## src/rtl/cfg_bus_pkg.sv

```systemverilog
// Shared types and constants for the configuration register bus master.
package cfg_bus_pkg;

    localparam int unsigned CFG_ADDR_W      = 14;
    localparam int unsigned CFG_DATA_W      = 32;
    localparam int unsigned CFG_TIMEOUT_CYC = 255;
    localparam logic [31:0] CFG_ERR_DATA    = 32'hDEAD_DEAD;

    typedef enum logic [2:0] {
        IDLE    = 3'd0,
        WR      = 3'd1,
        RD      = 3'd2,
        RD_WAIT = 3'd3,
        RSP     = 3'd4
    } cfg_state_t;

endpackage

```

## src/rtl/cfg_bus_timeout_cnt.sv

```systemverilog
// Per-access cycle counter; expired flags the last cycle an access may occupy the bus.
module cfg_bus_timeout_cnt
    import cfg_bus_pkg::*;
#(
    parameter int unsigned TIMEOUT_CYC = CFG_TIMEOUT_CYC
) (
    input  logic clk,
    input  logic rst_n,
    input  logic clear,
    input  logic enable,
    output logic expired
);

    localparam int unsigned CNT_W = (TIMEOUT_CYC + 1 > 256) ? $clog2(TIMEOUT_CYC + 1) : 8;

    logic [CNT_W-1:0] count;

    // Saturates so a long RD_WAIT tail can never wrap back below the limit.
    always_ff @(posedge clk) begin
        if (!rst_n || clear) begin
            count <= '0;
        end else if (enable && (count != {CNT_W{1'b1}})) begin
            count <= count + 1'b1;
        end
    end

    assign expired = enable && (count >= CNT_W'(TIMEOUT_CYC - 1));

endmodule

```

## src/rtl/cfg_bus_master.sv

```systemverilog
// Single-outstanding initiator for the config register bus.
// Optional access timeout enabled by defining CFG_BUS_MASTER_TIMEOUT_EN.
module cfg_bus_master
    import cfg_bus_pkg::*;
#(
    parameter int unsigned ADDR_W      = CFG_ADDR_W,
    parameter int unsigned DATA_W      = CFG_DATA_W,
    parameter int unsigned TIMEOUT_CYC = CFG_TIMEOUT_CYC
) (
    input  logic              clk,
    input  logic              rst_n,
    input  logic              cmd_valid,
    output logic              cmd_ready,
    input  logic              cmd_write,
    input  logic [ADDR_W-1:0] cmd_addr,
    input  logic [3:0]        cmd_be,
    input  logic [DATA_W-1:0] cmd_wdata,
    output logic              rsp_valid,
    input  logic              rsp_ready,
    output logic [DATA_W-1:0] rsp_rdata,
    output logic              rsp_err,
    output logic              reg_wr_en,
    output logic              reg_rd_en,
    output logic [3:0]        reg_byte_enable,
    output logic [ADDR_W-1:0] reg_addr,
    output logic [DATA_W-1:0] reg_wr_data,
    input  logic [DATA_W-1:0] reg_rd_data,
    input  logic              reg_rd_data_vld,
    input  logic              reg_wait_request
);

    cfg_state_t state;
    logic       expired;
    logic       err_q;

    assign cmd_ready = (state == IDLE) && rst_n;
    assign rsp_err   = err_q;

`ifdef CFG_BUS_MASTER_TIMEOUT_EN
    logic cnt_clear;
    logic cnt_enable;

    assign cnt_clear  = cmd_valid && cmd_ready && !(cmd_write && (cmd_be == 4'h0));
    assign cnt_enable = (state == WR) || (state == RD) || (state == RD_WAIT);

    cfg_bus_timeout_cnt #(
        .TIMEOUT_CYC (TIMEOUT_CYC)
    ) u_timeout_cnt (
        .clk     (clk),
        .rst_n   (rst_n),
        .clear   (cnt_clear),
        .enable  (cnt_enable),
        .expired (expired)
    );
`else
    assign expired = 1'b0;
`endif

    // A normal accept or data return always wins over a timeout in the same cycle.
    always_ff @(posedge clk) begin
        if (!rst_n) begin
            state           <= IDLE;
            reg_wr_en       <= 1'b0;
            reg_rd_en       <= 1'b0;
            reg_byte_enable <= 4'h0;
            reg_addr        <= '0;
            reg_wr_data     <= '0;
            rsp_valid       <= 1'b0;
            rsp_rdata       <= '0;
            err_q           <= 1'b0;
        end else begin
            case (state)
                IDLE: begin
                    if (cmd_valid) begin
                        rsp_rdata <= '0;
                        err_q     <= 1'b0;
                        if (cmd_write && (cmd_be == 4'h0)) begin
                            rsp_valid <= 1'b1;
                            state     <= RSP;
                        end else if (cmd_write) begin
                            reg_addr        <= cmd_addr;
                            reg_wr_data     <= cmd_wdata;
                            reg_byte_enable <= cmd_be;
                            reg_wr_en       <= 1'b1;
                            state           <= WR;
                        end else begin
                            reg_addr        <= cmd_addr;
                            reg_wr_data     <= '0;
                            reg_byte_enable <= 4'hF;
                            reg_rd_en       <= 1'b1;
                            state           <= RD;
                        end
                    end
                end
                WR: begin
                    if (!reg_wait_request) begin
                        reg_wr_en <= 1'b0;
                        rsp_valid <= 1'b1;
                        state     <= RSP;
                    end else if (expired) begin
                        reg_wr_en <= 1'b0;
                        rsp_valid <= 1'b1;
                        err_q     <= 1'b1;
                        state     <= RSP;
                    end
                end
                RD: begin
                    if (!reg_wait_request) begin
                        reg_rd_en <= 1'b0;
                        state     <= RD_WAIT;
                    end else if (expired) begin
                        reg_rd_en <= 1'b0;
                        rsp_rdata <= DATA_W'(CFG_ERR_DATA);
                        rsp_valid <= 1'b1;
                        err_q     <= 1'b1;
                        state     <= RSP;
                    end
                end
                RD_WAIT: begin
                    if (reg_rd_data_vld) begin
                        rsp_rdata <= reg_rd_data;
                        rsp_valid <= 1'b1;
                        state     <= RSP;
                    end else if (expired) begin
                        rsp_rdata <= DATA_W'(CFG_ERR_DATA);
                        rsp_valid <= 1'b1;
                        err_q     <= 1'b1;
                        state     <= RSP;
                    end
                end
                RSP: begin
                    if (rsp_ready) begin
                        rsp_valid <= 1'b0;
                        state     <= IDLE;
                    end
                end
                default: state <= IDLE;
            endcase
        end
    end

endmodule

```

## config.mk

```make
export PLATFORM = sky130hd
export DESIGN_NAME = cfg_bus_master
export DESIGN_NICKNAME = d
export VERILOG_FILES = /design/src/rtl/cfg_bus_pkg.sv /design/src/rtl/cfg_bus_timeout_cnt.sv /design/src/rtl/cfg_bus_master.sv
export SDC_FILE = /design/constraint.sdc
export NUM_CORES = 1
export LEC_CHECK = 0
export ABC_CLOCK_PERIOD_IN_PS = 2200
export CORE_ASPECT_RATIO = 1.5
export CORE_MARGIN = 8
export CORE_UTILIZATION = 39
export DETAILED_ROUTE_END_ITERATION = 10
export PLACE_DENSITY = 0.84
export SYNTH_ARGS = -nofsm -noshare
export SYNTH_HDL_FRONTEND = slang
export SYNTH_SLANG_ARGS = --single-unit
```

## constraint.sdc

```tcl
create_clock -name clk -period 2.2 [get_ports clk]
set_clock_uncertainty 0.05 [all_clocks]
set_input_delay 0.22 -clock clk [delete_from_list [all_inputs] [get_ports clk]]
set_output_delay 0.22 -clock clk [all_outputs]
set_load 0.05 [all_outputs]
```

# Word-level counts from Yosys, hierarchy flattened
# Index checks and enable logic that the tools add are counted.
# totals
word_cells,64
output_inout_bits,87
regBits,88
in_bits,89
# classes
reduce_logical,14
n_bitwise,1
eq_ne,13
muxes,28
# ops
operator,count
$mux W32,3
$pmux W32 S2,1
$mux W3,6
$ne A2 B2 Y1 const B,8
$pmux W3 S5,1
$reduce_and A5 Y1,3
$mux W1,12
$eq A3 B2 Y1 const B,2
$reduce_and A3 Y1,2
$reduce_and A6 Y1,1
$reduce_bool A2 Y1,3
$logic_not A4 Y1,1
$mux W4,1
$pmux W1 S2,2
$pmux W1 S4,1
$reduce_bool A4 Y1,1
$eq A3 B1 Y1 const B,1
$eq A3 B3 Y1 const B,1
$logic_not A3 Y1,1
$logic_and A1 B1 Y1,2
$mux W2,1
$ne A2 B1 Y1 const B,1
$not A1 Y1,1

# Logic depth before layout (Yosys ltp)
# depth
ltp_word,5
ltp_mapped,6
mapped_depth_nobuf,4

# Least setup slack after synthesis
# Ideal clock, no wire load.
# synth_path
path_type,register to register
start,register state[2]
end,register rsp_valid
setup_slack_ns,0.006
path_stages_with_launch,6
t_arrival_ns,2.038
path_buffers,1
required_ns,2.044
period_less_slack_ns,2.194
setup_ns,0.106
cell_sequence,dfxtp_1 buf_2 nand2b_1 nor3_1 nand4_1 o311ai_0
# synth_between
elab_chain_len,3
word_cells_on_any_way,12
classes_between,eq/ne (8); mux (1); reduce/logical (3)
# synth_rtl
element,line_no,rtl
start: declaration,cfg_bus_master.sv:32,cfg_state_t state;
start signal: assignment,cfg_bus_master.sv:62,state <= IDLE;
start signal: assignment,cfg_bus_master.sv:79,state <= RSP;
start signal: assignment,cfg_bus_master.sv:85,state <= WR;
$eq A3 B3 Y1 (tied with other cells),cfg_bus_master.sv:72,case (state)
$reduce_bool A4 Y1 (no source line) (tied with other cells),-,
$reduce_and A6 Y1 (no source line),-,
end signal: assignment,cfg_bus_master.sv:68,rsp_valid <= 1'b0;
end signal: assignment,cfg_bus_master.sv:78,rsp_valid <= 1'b1;
end signal: assignment,cfg_bus_master.sv:98,rsp_valid <= 1'b1;
end: declaration,cfg_bus_master.sv:18,"output logic rsp_valid,"
# Several ways; a longest one is shown, not always the timed one.
# A chain may end at the register's enable or synchronous reset.

# Worst setup path in the final report
# layout_path
start,register state[2]
end,output cmd_ready
# layout_between
elab_chain_len,2
# layout_rtl
element,line_no,rtl
$logic_not A3 Y1,cfg_bus_master.sv:36,assign cmd_ready = (state == IDLE) && rst_n;
$logic_and A1 B1 Y1,cfg_bus_master.sv:36,
end: declaration,cfg_bus_master.sv:13,"output logic cmd_ready,"
# Every way passes these cells.

==> metrics.txt <==
fin area 5470 um^2; DP Worst Slack between 150 and 200 ps; Startpoint Class flop; max cap viols 0; CTS tree done; Async SR Flop Fraction 0%; share of the core filled with cells between 60 and 70%; DR pass1 iterations 4; hold_sp rst_n; Hold Path End state[1]; Die Wd about 92 um; Post-Syn Nets roughly 490; Antenna Violating Nets Remaining 0; critical path's largest stage delay about 520 ps; Detailed Place HPWL 7740 um; Max Buffers Root-to-Sink 2; GPL Wtd Cong around 0.88; CTS Hold Bufs 0; Via density 4.98; Static Leak 1.93 nW; Fin. Hold Viols 0; CP Class flop to output pin; Worst Path Buf+Inv 1; Post-Syn Area 3340 um^2; row cnt 41; reg2reg path depth 5; slowest stage cell, crit path nor3_1; Slew headroom roughly 57%; sequential cell area fraction in the yosys report 52.8%; peak supply drop about 0.00039 V; CP endpoint kind output pin; Routed WL 10,300 um; part of the cycle the worst path needs slightly above 90%; Most used DFF post-synth dfxtp_1; Worst Max-Slew Pin Slew between 600 and 700 ps; Crit. Startpoint state[2]; Pwr Total between 4 and 5 mW; fmax ~0.5 GHz; Overflow after GRT 0; Nets between 600 and 700; number of DRC markers in iteration 0 about 110; top-area cell type share of the netlist area between 50% and 60%; largest cells by area after synthesis dfxtp_1 53%, nand2_1 13%, nand3_1 7.2%, o21ai_0 6.6%, o22ai_1 6.2%; Die Y 129 um; Worst Hold Depth 3; Max FO, Critical Path 9; number of synthesized flops with an enable pin 0; Area Overhead vs Synth 63.8%; ANT cells 0; total negative slack 0 ps; outcome complete, no violations; RSZ-0062 raised after global routing no; synth warn 0; Post-CTS Setup Inserts 0; Skew-Pair Late Insertion Delay roughly 320 ps; CTS sink count a little under 90; CTS clk-pin slew, worst paths 60 ps; first-pass GRT wire length 16,600 um; Placeable Area 8360 um^2; Crit Reg-Reg Endpoint reg_wr_data[9]; WHS around 260 ps; # DRC 0; die area between 10,000 and 15,000 um^2; post-CTS sizing 0; min setup slack post-route between 200 and 250 ps; largest net degree at the start of global routing approximately 130; initial antenna violation count 0; Mean Syn Cell Area around 8.3 um^2; synth unique cells 33; Synth Instances 404; placed insts 655; Worst R2R Setup Slack around 390 ps; Via Count ~3,300; starting density of the core 39.9%; wire length per cell 15.4 um; PortBufs ~170; CTS root buf clkbuf_16; CP Data Arrival Time 1720 ps; htree depth 3; Yosys reg bits 88; Period minus WS final 1990 ps; share of cells above drive strength 1 under 10%; max-slew violation count 0; placed cell area 5150 um^2; reg2reg start state[2]; Tot GR Track Use ~17%; Synth area leader dfxtp_1; min-delay worst type primary input to flop; worst path cell trace nand2b_1 > nor3_1 > buf_12; pwr dens roughly 760 nW/um^2; WP data required slightly below 2000 ps; I/O pins about 180; TritonCTS buffer count 9; final std cells w/o fill 671; vias in the first global route approximately 3,400; final number of setup-violating endpoints 0; CP top delay family simple AND/OR/NAND/NOR gates
-- worst max-delay path by stage --
stage	to	slack (ps)	cells past startpoint
global placement	reg_addr[0]	270	6
finish	cmd_ready	210	3
detailed placement	reg_addr[3]	200	6
CTS	cmd_ready	240	3
floorplan	rsp_valid	6	5
global route	cmd_ready	100	3
-- cell usage after synthesis, types with 3 or more instances --
cell / count
o21ai_0: 44
inv_1: 3
o22ai_1: 33
buf_2: 9
buf_4: 5
buf_6: 3
nor2_1: 3
nand3_1: 48
nand2b_1: 3
nand2_1: 112
clkbuf_1: 21
nor3_1: 3
dfxtp_1: 88
o21ai_1: 4
o221a_2: 4
-- sequential cells by signal (all words and copies together) (netlist names) --
name,flops
reg_byte_enable,4
reg_wr_en,1
rsp_valid,1
state,3
reg_rd_en,1
reg_wr_data,32
reg_addr,14
rsp_rdata,32
-- power by group --
part           switching [mW]  total, mW  internal (mW)
Clock                   0.558       1.56           1.00
Combinational           0.530      0.900          0.370
Sequential             0.0514       1.72           1.67
-- tightest hold or removal path: cells and delay by family --
family / cells / cell delay (ps)
AOI/OAI and AO/OA: 1 / 70
and+or+nand+nor: 1 / 160
buffers and inverters: 1 / 120
-- cell families after synthesis --
logic type	share of synthesized area, %
AOI/OAI and AO/OA	17.6
buffers and inverters	6.18
DFF	52.8
other	0.112
and+or+nand+nor	23.4
-- placed cells by master (no fill, tap or decap), drive strengths merged, types with 4 or more instances in the layout --
| cell type | synthesis | routed |
|---|---|---|
| clkbuf | 21 | 14 |
| dfxtp | 88 | 88 |
| o221a | 4 | 4 |
| o22ai | 33 | 33 |
| o21ai | 48 | 48 |
| nand2 | 113 | 113 |
| nand3 | 48 | 48 |
| clkdlybuf4s50 | 0 | 172 |
| buf | 17 | 10 |
-- per-layer routing --
layer	GRT usage, %	part of all wire (%)	up-vias
met5	0	0	-
met1	17.7	39	1497
met3	7.41	9.7	14
met4	7.55	1.9	0
met2	29.9	49	133
li1	-	-	1698
-- layout make-up --
type | instances | area (um^2)
clock buffers | 14 | 284
repair buffers | 182 | 1860
fillers | 675 | 2890
multi-input cells | 275 | 1380
flip-flops and latches | 88 | 1760
inverters | 3 | 11.3
clock inverters | 2 | 35.0
well taps | 107 | 134
Power figures use the tool's default switching activity.
